--- src/rtl/sdram_frame_arbiter.sv ---
// Arbitrates refresh, HDMI write and display read bursts onto the SDRAM command port over a double-buffered frame store.
// Grant and command fields register one edge after a request is seen in IDLE; fields hold until cmd_ready, grant holds until burst_done.
module sdram_frame_arbiter #(
  parameter int FRAME_WORDS      = 786432,
  parameter int BURST_LEN        = 8,
  parameter int REFRESH_INTERVAL = 780
) (
  input  logic        SDRAM_CLK,
  input  logic        reset,
  input  logic        wr_req,
  input  logic        rd_req,
  output logic        wr_gnt,
  output logic        rd_gnt,
  output logic        ref_gnt,
  output logic        cmd_valid,
  input  logic        cmd_ready,
  output logic        cmd_write,
  output logic        cmd_refresh,
  output logic [1:0]  SDRAM_bank,
  output logic [12:0] SDRAM_addr,
  output logic [9:0]  SDRAM_col,
  input  logic        burst_done,
  output logic        front_buf,
  output logic        frame_ready,
  output logic        ref_overrun
);

  localparam int RW = (REFRESH_INTERVAL > 1) ? $clog2(REFRESH_INTERVAL) : 1;
  localparam logic [RW-1:0] REF_LAST  = RW'(REFRESH_INTERVAL - 1);
  localparam logic [RW-1:0] REF_ONE   = RW'(1);
  localparam logic [24:0]   FRAME_END = 25'(FRAME_WORDS);
  localparam logic [24:0]   BURST_INC = 25'(BURST_LEN);

  typedef enum logic [1:0] {IDLE, ISSUE, BUSY} state_t;

  state_t        state, state_nxt;
  logic [23:0]   wr_ptr, rd_ptr;
  logic [24:0]   wr_inc, rd_inc;
  logic          wr_wrap, rd_wrap;
  logic          last_rw;          // 1 = last data burst was a write
  logic          ref_pend;
  logic [RW-1:0] ref_cnt;
  logic          ref_wrap;
  logic          take_ref, take_wr, take_rd;
  logic          done;

  assign wr_inc   = {1'b0, wr_ptr} + BURST_INC;
  assign rd_inc   = {1'b0, rd_ptr} + BURST_INC;
  assign wr_wrap  = (wr_inc == FRAME_END);
  assign rd_wrap  = (rd_inc == FRAME_END);
  assign ref_wrap = (ref_cnt == REF_LAST);
  assign done     = (state == BUSY) && burst_done;

  always_ff @(posedge SDRAM_CLK or posedge reset) begin
    if (reset) state <= IDLE;
    else       state <= state_nxt;
  end

  always_comb begin
    state_nxt = state;
    take_ref  = 1'b0;
    take_wr   = 1'b0;
    take_rd   = 1'b0;
    cmd_valid = (state == ISSUE);
    case (state)
      IDLE: begin
        if (ref_pend)                take_ref = 1'b1;
        else if (wr_req && rd_req) begin
          if (last_rw) take_rd = 1'b1;
          else         take_wr = 1'b1;
        end
        else if (wr_req)             take_wr = 1'b1;
        else if (rd_req)             take_rd = 1'b1;
        if (take_ref || take_wr || take_rd) state_nxt = ISSUE;
      end
      ISSUE:   if (cmd_ready)  state_nxt = BUSY;
      BUSY:    if (burst_done) state_nxt = IDLE;
      default: state_nxt = IDLE;
    endcase
  end

  // A refresh being issued on the wrap edge is serviced, so it does not count as an overrun.
  always_ff @(posedge SDRAM_CLK or posedge reset) begin
    if (reset) begin
      ref_cnt     <= '0;
      ref_pend    <= 1'b0;
      ref_overrun <= 1'b0;
    end else begin
      ref_cnt <= ref_wrap ? '0 : ref_cnt + REF_ONE;
      if (ref_wrap) begin
        ref_pend <= 1'b1;
        if (ref_pend && !take_ref) ref_overrun <= 1'b1;
      end else if (take_ref) begin
        ref_pend <= 1'b0;
      end
    end
  end

  always_ff @(posedge SDRAM_CLK or posedge reset) begin
    if (reset) begin
      wr_gnt      <= 1'b0;
      rd_gnt      <= 1'b0;
      ref_gnt     <= 1'b0;
      cmd_write   <= 1'b0;
      cmd_refresh <= 1'b0;
      SDRAM_bank  <= '0;
      SDRAM_addr  <= '0;
      SDRAM_col   <= '0;
      wr_ptr      <= '0;
      rd_ptr      <= '0;
      last_rw     <= 1'b1;
      front_buf   <= 1'b0;
      frame_ready <= 1'b0;
    end else begin
      if (take_ref) begin
        ref_gnt     <= 1'b1;
        cmd_refresh <= 1'b1;
        cmd_write   <= 1'b0;
        SDRAM_bank  <= '0;
        SDRAM_addr  <= '0;
        SDRAM_col   <= '0;
      end
      if (take_wr) begin
        wr_gnt      <= 1'b1;
        last_rw     <= 1'b1;
        cmd_refresh <= 1'b0;
        cmd_write   <= 1'b1;
        SDRAM_bank  <= {~front_buf, wr_ptr[23]};
        SDRAM_addr  <= wr_ptr[22:10];
        SDRAM_col   <= wr_ptr[9:0];
      end
      if (take_rd) begin
        rd_gnt      <= 1'b1;
        last_rw     <= 1'b0;
        cmd_refresh <= 1'b0;
        cmd_write   <= 1'b0;
        SDRAM_bank  <= {front_buf, rd_ptr[23]};
        SDRAM_addr  <= rd_ptr[22:10];
        SDRAM_col   <= rd_ptr[9:0];
      end
      if (done) begin
        wr_gnt  <= 1'b0;
        rd_gnt  <= 1'b0;
        ref_gnt <= 1'b0;
        if (wr_gnt) begin
          wr_ptr <= wr_wrap ? '0 : wr_inc[23:0];
          if (wr_wrap) frame_ready <= 1'b1;
        end
        // Reader swaps buffers only at its own frame end and only if a fresh frame waits.
        if (rd_gnt) begin
          rd_ptr <= rd_wrap ? '0 : rd_inc[23:0];
          if (rd_wrap && frame_ready) begin
            front_buf   <= ~front_buf;
            frame_ready <= 1'b0;
          end
        end
      end
    end
  end

endmodule

--- config.mk ---
export PLATFORM = sky130hd
export DESIGN_NAME = sdram_frame_arbiter
export DESIGN_NICKNAME = d
export VERILOG_FILES = /design/src/rtl/sdram_frame_arbiter.sv
export SDC_FILE = /design/constraint.sdc
export NUM_CORES = 1
export LEC_CHECK = 0
export CAP_MARGIN = 20
export CORE_ASPECT_RATIO = 0.75
export CORE_MARGIN = 4
export CORE_UTILIZATION = 58
export DETAILED_ROUTE_END_ITERATION = 6
export PLACE_DENSITY = 0.91
export SYNTH_ARGS = -nofsm -noshare
export SYNTH_HDL_FRONTEND = slang
export SYNTH_SLANG_ARGS = --single-unit
--- constraint.sdc ---
create_clock -name SDRAM_CLK -period 3.1 [get_ports SDRAM_CLK]
set_input_delay 0.62 -clock SDRAM_CLK [delete_from_list [all_inputs] [get_ports SDRAM_CLK]]
set_output_delay 0.62 -clock SDRAM_CLK [all_outputs]
set_load 0.02 [all_outputs]
# [Yosys cells after proc, flatten, opt, wreduce, memory -nomap -nowiden]
# Cells that the tools add are included.
[word_totals] in_bits=6 ff_bits=95 output_inout_bits=34 word_cells=97
[op_classes] n_reduce_logical=19 bitwise_logic=1 n_eq_ne=8 add_sub_neg=3 muxes=49
[ops] operator="24-bit by 4-bit adder with 25-bit output, second input constant" n=2
[ops] operator="25-bit by 20-bit == test with 1-bit output, second input constant" n=2
[ops] operator="24-bit two-way mux" n=2
[ops] operator="10-bit two-way mux" n=4
[ops] operator="13-bit two-way mux" n=3
[ops] operator="1-bit two-way mux" n=33
[ops] operator="2-bit two-way mux" n=6
[ops] operator="10-bit by 1-bit adder with 10-bit output, second input constant" n=1
[ops] operator="10-bit == test, second input constant" n=1
[ops] operator="2-bit nonzero test" n=5
[ops] operator="2-bit case mux with 3 select lines" n=1
[ops] operator="2-bit AND reduction" n=3
[ops] operator="3-bit AND reduction" n=2
[ops] operator="1-bit logical AND" n=4
[ops] operator="2-bit != test, second input constant" n=2
[ops] operator="3-bit nonzero test" n=1
[ops] operator="2-bit by 1-bit == test with 1-bit output, second input constant" n=1
[ops] operator="2-bit == test, second input constant" n=1
[ops] operator="2-bit zero test" n=1
[ops] operator="1-bit logical OR" n=2
[ops] operator="2-bit by 1-bit != test with 1-bit output, second input constant" n=1
[ops] operator="1-bit zero test" n=1
[ops] operator="1-bit NOT" n=1

# [Logic depth before layout (Yosys ltp)]
# Gate-level depths: netlist (run 1).
[logic_depth] ltp_word=8 ltp_mapped=10 depth_no_buf=8

# [Worst setup path before layout (run 1)]
# Ideal clock, no wire load.
[synth_path] path_kind="reg2reg" startpoint="register wr_ptr[3]" endpoint="register wr_ptr[19]" required_ns=2.976 path_stages_with_launch=10 path_slack_ns=0.597 setup_ns=0.124 t_arrival_ns=2.379 n_path_buf=1 synth_period_minus_slack_ns=2.503 cell_sequence="dfrtp_1 > ha_1 > clkbuf_1 > nand4_1 > nor4_1 > xor2_1 > nand3_1 > a2111oi_2 > a21oi_1 > a211o_1"
[synth_between] elab_chain_cells=3
[synth_rtl] element="start: declaration" line="37" source="logic [23:0] wr_ptr, rd_ptr;"
[synth_rtl] element="start signal: assignment" line="146" source="wr_ptr <= wr_wrap ? '0 : wr_inc[23:0];"
[synth_rtl] element="24-bit by 4-bit adder with 25-bit output (*)" line="47" source="assign wr_inc = {1'b0, wr_ptr} + BURST_INC;"
[synth_rtl] element="25-bit by 20-bit == test with 1-bit output" line="49" source="assign wr_wrap = (wr_inc == FRAME_END);"
[synth_rtl] element="24-bit two-way mux (*)" line="146"
# Mark *: on every way between the ends. The rest lies on a longest branch, timed or not.
# A chain may end at the register's enable or synchronous reset.

# [Worst setup path in the final report (run 1)]
[layout_path] startpoint="register wr_ptr[4]" endpoint="register wr_ptr[19]"
# The elaborated chain is that of the path after synthesis.

==> impl_metrics.json, run 1 <==
{
  "post_cts_buffers": 0,
  "ys_types": 56,
  "antenna_found_initial": 0,
  "fp.dieW_um": 109.4,
  "clock_skew_ns": 0.008425,
  "syn_inst": 461,
  "ys_warn_count": 0,
  "synth_top_cell_area_share_pct": 47.57,
  "final_layout_size_suffix_gt1_share_pct": 6.263,
  "cts_hold_buf": 0,
  "grt_pass1_vias": 3554,
  "die-area_mm2": 0.009194,
  "finalPower_w": 0.003067,
  "avgViaCountPerCell": 6.279,
  "peakVddDrop_v": 0.0006251,
  "track_usage_pct": 24.54,
  "synth_edf_count": 0,
  "powerDensity_mw_per_mm2": 602.8,
  "portBuffers": 36,
  "synth_area_leaders": "dfrtp_1 48%, xnor2_1 7.6%, a222oi_1 4.7%",
  "ant_nets": 0,
  "wl_per_cell_um": 18.13,
  "synth_commonest_cells": "85 x dfrtp_1, 41 x nand2_1, 39 x xnor2_1",
  "cts_made_buffers": 9,
  "timing.fmax_mhz": 345.9,
  "cts.repair.resized": 0,
  "syn_area_per_cell_um2": 9.700,
  "rsz0062_at_grt": "false",
  "multi_input_area_mm2": 0.002037,
  "htreeDepth": 3,
  "worst_pin_slew_ns": 0.9892,
  "ys_ff_latch": 86,
  "grt_max_degree": 57,
  "drtPass1Iterations": 7,
  "synth.most_common_cell": "dfrtp_1",
  "critPathRequiredTime_ns": 3.34,
  "io_pins": 40,
  "ys_seq_area_share_pct": 48.15,
  "diodes": 0,
  "fin_crit_ns": 2.891,
  "setup_tns_ns": 0,
  "synth_top_flop_cell": "dfrtp_1",
  "start_util_pct": 60.17,
  "synth_top_area_cell": "dfrtp_1",
  "via_count": 3642,
  "synthArstFlopShare_pct": 100.0,
  "crit_type": "reg -> reg",
  "final_nets": 483,
  "place_area_mm2": 0.004841,
  "grt_pass1_wl_um": 17730,
  "cts_tree": "built",
  "rows": 27,
  "globalplace.congestion": 1.017,
  "syn_area_mm2": 0.004472,
  "clk-insertion-delay-late_ns": 0.36,
  "clockBufferDepth": 2,
  "drt_wl_total_um": 10520,
  "leakagePower_nw": 2.329,
  "dieHeight_um": 84.05,
  "cts-root-buf": "clkbuf_8",
  "outcome": "finished, violations left",
  "seqCellArea_mm2": 0.002153,
  "min_path_type": "reg -> reg",
  "area_delta_synth_final_pct": 13.79,
  "dp_hpwl_um": 7221,
  "finalSetupViolations": 0,
  "cts.sinks": 86,
  "timing.final.crit_share_pct": 93.25,
  "finalMaxSlewViolations": 0,
  "critical_path_arrival_ns": 3.14,
  "fin_util_pct": 68.47,
  "path_clk_slew_ns": 0.09,
  "end_kind": "flop",
  "cp-start-kind": "flop",
  "drc": 5,
  "design_area_mm2": 0.005089,
  "gr-total-overflow": 0,
  "drv_cap": 0,
  "violations": "design-rule violations",
  "drt-initial-drc-count": 466,
  "slew_headroom_pct": 34.05,
  "hold_viol_final": 0,
  "path_max_fanout": 8,
  "nFillCells": 570,
  "core_mm2": 0.007432
}
-- power by group --
group,total [W],switching [W],internal (W),leakage [nW]
registers,0.00138,0.000148,0.00123,1.15
clock network,0.000964,0.000405,0.000559,0.120
logic,0.000722,0.000438,0.000285,1.06
total,0.00307,0.000991,0.00208,2.33
-- path summary, 6_finish.rpt --
path,end,cells past startpoint,slack [ns],start
hold reg to reg,ref_overrun$_DFFE_PP0P_,1,0.49,ref_overrun$_DFFE_PP0P_
setup / recovery,wr_ptr[19]$_DFFE_PP0P_,8,0.21,wr_ptr[4]$_DFFE_PP0P_
hold / removal,ref_overrun$_DFFE_PP0P_,1,0.49,ref_overrun$_DFFE_PP0P_
min in group asynchronous,wr_ptr[12]$_DFFE_PP0P_,2,0.61,reset
setup reg to reg,wr_ptr[19]$_DFFE_PP0P_,8,0.21,wr_ptr[4]$_DFFE_PP0P_
max in group asynchronous,last_rw$_DFFE_PP1N_,3,1.77,reset
-- critical path, cell delays in order (launching register included) --
cell,delay [ns]
dfrtp_1,0.49
ha_1,0.37
nand4_1,0.22
nor4_1,0.51
xor2_1,0.19
nand3_1,0.11
a2111oi_2,0.48
a21oi_1,0.13
a211o_1,0.28
-- final cells by class --
type,count,share of cell area (%)
sequential,86,42.32
timing repair buffer,42,8.212
inverter,28,2.090
tap,101,2.483
clock inverter,5,2.090
multi-input combinational,307,40.03
clock buffer,11,2.778
-- layout by cell type (no fill, tap or decap), drive strengths merged, types with 7 or more instances in the layout --
master,count
dfrtp,85
clkbuf,11
a222oi,21
xnor2,39
nand4,17
inv,27
clkdlybuf4s50,36
a21oi,10
nor2,26
xor2,16
nor4,7
and3,16
nor3,14
o21ai,7
nand2,41
nand3,32
-- stage by stage --
stage / setup slack, ns / std cells / hold slack (ns)
floorplan: 0.2598 / 463 / 0.4508
global placement: 0.5197 / 564 / 0.4433
detailed placement: 0.3212 / 564 / 0.4605
CTS: 0.2859 / 580 / 0.4848
global route: 0.07731 / 580 / 0.5077
finish: 0.2092 / 580 / 0.4850
-- routing by layer --
layer | wire length (um) | GRT usage [%] | vias to the layer above | share of wire [%]
li1 | - | - | 1656 | -
met1 | 4579 | 35.09 | 1738 | 44
met2 | 4662 | 34.96 | 223 | 44
met3 | 1093 | 8.507 | 25 | 10
met4 | 182 | 7.814 | 0 | 1.7
met5 | 0 | 0 | - | 0
-- registers in the layout (all words and copies together), names as in the netlist, 2 cells and up --
signal and count:
state 2, wr_ptr 21, ref_cnt 10, SDRAM_col 7
SDRAM_addr 13, SDRAM_bank 2, rd_ptr 21
-- logic make-up (layout without fill, tap and decap cells) --
kind of cell / count (synthesis) / count (layout) / share of synthesized area, %
flops: 86 / 86 / 48.15
other cells: 1 / 3 / 0.08386
xor+xnor: 55 / 55 / 10.94
buf+inv: 70 / 86 / 6.463
compound gates: 67 / 67 / 12.26
simple gates: 177 / 177 / 20.79
mux: 2 / 2 / 0.4756
fa+ha+maj: 3 / 3 / 0.8395
No activity file was read; power rests on OpenSTA's default activity.
==> run 2: changes to the inputs <==
--- a/config.mk
+++ b/config.mk
@@ -10,6 +10,7 @@
 export CORE_MARGIN = 4
 export CORE_UTILIZATION = 58
 export DETAILED_ROUTE_END_ITERATION = 6
+export MAX_ROUTING_LAYER = met4
 export PLACE_DENSITY = 0.91
 export SYNTH_ARGS = -nofsm -noshare
 export SYNTH_HDL_FRONTEND = slang
==> run 2 against run 1 <==
  * The run now ends clean
  * Power decreased by 3.7%
  * Non-clock buffer count up 1
  * Worst setup slack worse by 0.064 ns
  * Sequential power barely moved
  * Cell count grew 0.17%
  * Sequential share of layout area up 0.16 points
  * Count of clock-buffer cells in the layout stayed put
  * Maximum frequency is 2.2% lower
  * Register-to-register slack worse by 0.06 ns
  * Critical path depth unchanged
  * Combinational power about the same
  * Clock power shrank 12%
  * Critical path type unchanged
  * Largest cell class unchanged
  * Largest power group unchanged
==> impl_metrics.json, run 2 (synthesis gave the netlist of run 1 again) <==
{
  "seq_power_share_pct": 46.9,
  "fp.dieW_um": 109.4,
  "critical_path_arrival_ns": 3.20,
  "crit_type": "reg -> reg",
  "p_int_w": 0.001973,
  "via_count": 3633,
  "p_sw_share_pct": 33.22,
  "peakVddDrop_v": 0.0005507,
  "globalplace.congestion": 0.9564,
  "finalSetupViolations": 0,
  "portBuffers": 36,
  "cp_num_buf_inv": 0,
  "seqCellArea_mm2": 0.002153,
  "final_cell_mix": "85 x dfrtp_1, 41 x nand2_1, 39 x xnor2_1, 36 x clkdlybuf4s50_1, 32 x nand3_1",
  "ant_nets": 0,
  "p_comb_share_pct": 24.5,
  "nFillCells": 563,
  "top_regs": "rd_ptr (21), wr_ptr (21), SDRAM_addr (13)",
  "cts_made_buffers": 9,
  "clk-insertion-delay-late_ns": 0.35,
  "grt_max_degree": 56,
  "powerDensity_mw_per_mm2": 582.7,
  "cts.sinks": 86,
  "drtPass1Iterations": 6,
  "p_sw_w": 0.0009814,
  "final_common_cell": "dfrtp_1",
  "grt_pass1_wl_um": 17540,
  "timing.final.crit_share_pct": 95.32,
  "avgViaCountPerCell": 6.253,
  "hold_viol_final": 0,
  "power.share.clock_pct": 28.7,
  "critPathRequiredTime_ns": 3.34,
  "cp_top_family": "compound AO/OA/AOI/OAI gates",
  "die-area_mm2": 0.009194,
  "wl_per_cell_um": 18.25,
  "fin_crit_ns": 2.955,
  "htreeDepth": 3,
  "path_clk_slew_ns": 0.08,
  "setup_tns_ns": 0,
  "whs_ns": 0.4687,
  "io_pins": 40,
  "critPathSlowestCell": "a2111oi_2",
  "drt-initial-drc-count": 417,
  "end_kind": "flop",
  "clockBufferDepth": 2,
  "rsz0062_at_grt": "false",
  "leakagePower_nw": 2.313,
  "antenna_found_initial": 0,
  "drt_wl_total_um": 10610,
  "dieHeight_um": 84.05,
  "start_util_pct": 60.17,
  "crit_chain": "ha_1 -> nand4_1 -> nor4_2 -> xor2_1 -> nand3_1 -> a2111oi_2 -> a21oi_1 -> a211o_1",
  "cts-root-buf": "clkbuf_8",
  "track_usage_pct": 24.86,
  "final_nets": 484,
  "dp_hpwl_um": 7378,
  "drc": 0,
  "outcome": "complete, no violations",
  "post_cts_buffers": 0,
  "clock_skew_ns": 0.006377,
  "drv_cap": 0,
  "cp-start-kind": "flop",
  "cts_tree": "built",
  "finalMaxSlewViolations": 0,
  "diodes": 0,
  "worst_pin_slew_ns": 1.020,
  "min_path_type": "reg -> reg",
  "area_delta_synth_final_pct": 13.37,
  "path_max_fanout": 8,
  "multi_input_area_mm2": 0.002043,
  "slowest_delay_ns": 0.52,
  "final_layout_size_suffix_gt1_share_pct": 6.458,
  "gr-total-overflow": 0,
  "slew_headroom_pct": 32.00,
  "grt_pass1_vias": 3463,
  "core_mm2": 0.007432,
  "timing.fmax_mhz": 338.4,
  "rows": 27
}
## run 2: cell types whose count changed in the layout (fill, tap and decap cells not counted), sizes merged
cell and delta:
clkinvlp +1, buf +1, bufinv -1
## run 2: layer usage
layer | global-route usage (%) | wire length (um) | part of all wire, %
met1 | 35.63 | 4733 | 45
met2 | 35.84 | 4786 | 45
met3 | 5.646 | 928 | 8.7
met4 | 6.455 | 157 | 1.5
met5 | - | 0 | 0
## run 2: final timing paths
path / startpoint / end / slack (ns) / depth (start not counted)
worst max-delay path: wr_ptr[4]$_DFFE_PP0P_ / wr_ptr[19]$_DFFE_PP0P_ / 0.15 / 8
worst min-delay path: ref_overrun$_DFFE_PP0P_ / ref_overrun$_DFFE_PP0P_ / 0.47 / 1
worst max register to register: wr_ptr[4]$_DFFE_PP0P_ / wr_ptr[19]$_DFFE_PP0P_ / 0.15 / 8
worst min register to register: ref_overrun$_DFFE_PP0P_ / ref_overrun$_DFFE_PP0P_ / 0.47 / 1
max in group asynchronous: reset / last_rw$_DFFE_PP1N_ / 1.75 / 3
min in group asynchronous: reset / wr_ptr[7]$_DFFE_PP0P_ / 0.64 / 2
## run 2: timing repair
| action | in CTS | in global routing |
|---|---|---|
| setup endpoints to repair | 0 | 1 |
| gates resized for setup | 0 | 1 |
| hold buffers | 0 | 0 |
## run 2: final cells by class
cell class	count	area share, %
Clock buffer	11	2.591
Sequential cell	86	42.47
Multi-Input combinational cell	307	40.30
Inverter	28	2.098
Timing Repair Buffer	43	8.391
Tap cell	101	2.493
Clock inverter	5	1.654
## run 2: stage by stage
stage | cells | power [W] | utilization [%] | instance area [um^2] | worst slack (ns)
after floorplan | 463 | 0.001838 | - | 4479 | 0.2598
after global placement | 565 | 0.002066 | 65.24 | 4848 | 0.5031
after detailed placement | 565 | 0.002107 | 65.24 | 4848 | 0.2307
after CTS | 581 | 0.002954 | 68.13 | 5064 | 0.1854
after global routing | 581 | 0.003105 | 68.22 | 5070 | 0.04049
final | 581 | 0.002954 | 68.22 | 5070 | 0.1452
## run 2: power by group through the flow
stage               clock network [W]  logic (W)  registers (W)
floorplan                           0   0.000443        0.00139
global placement                    0   0.000684        0.00138
detailed placement                  0   0.000708        0.00140
CTS                          0.000861   0.000713        0.00138
global route                 0.000911   0.000789        0.00141
finish                       0.000846   0.000723        0.00138
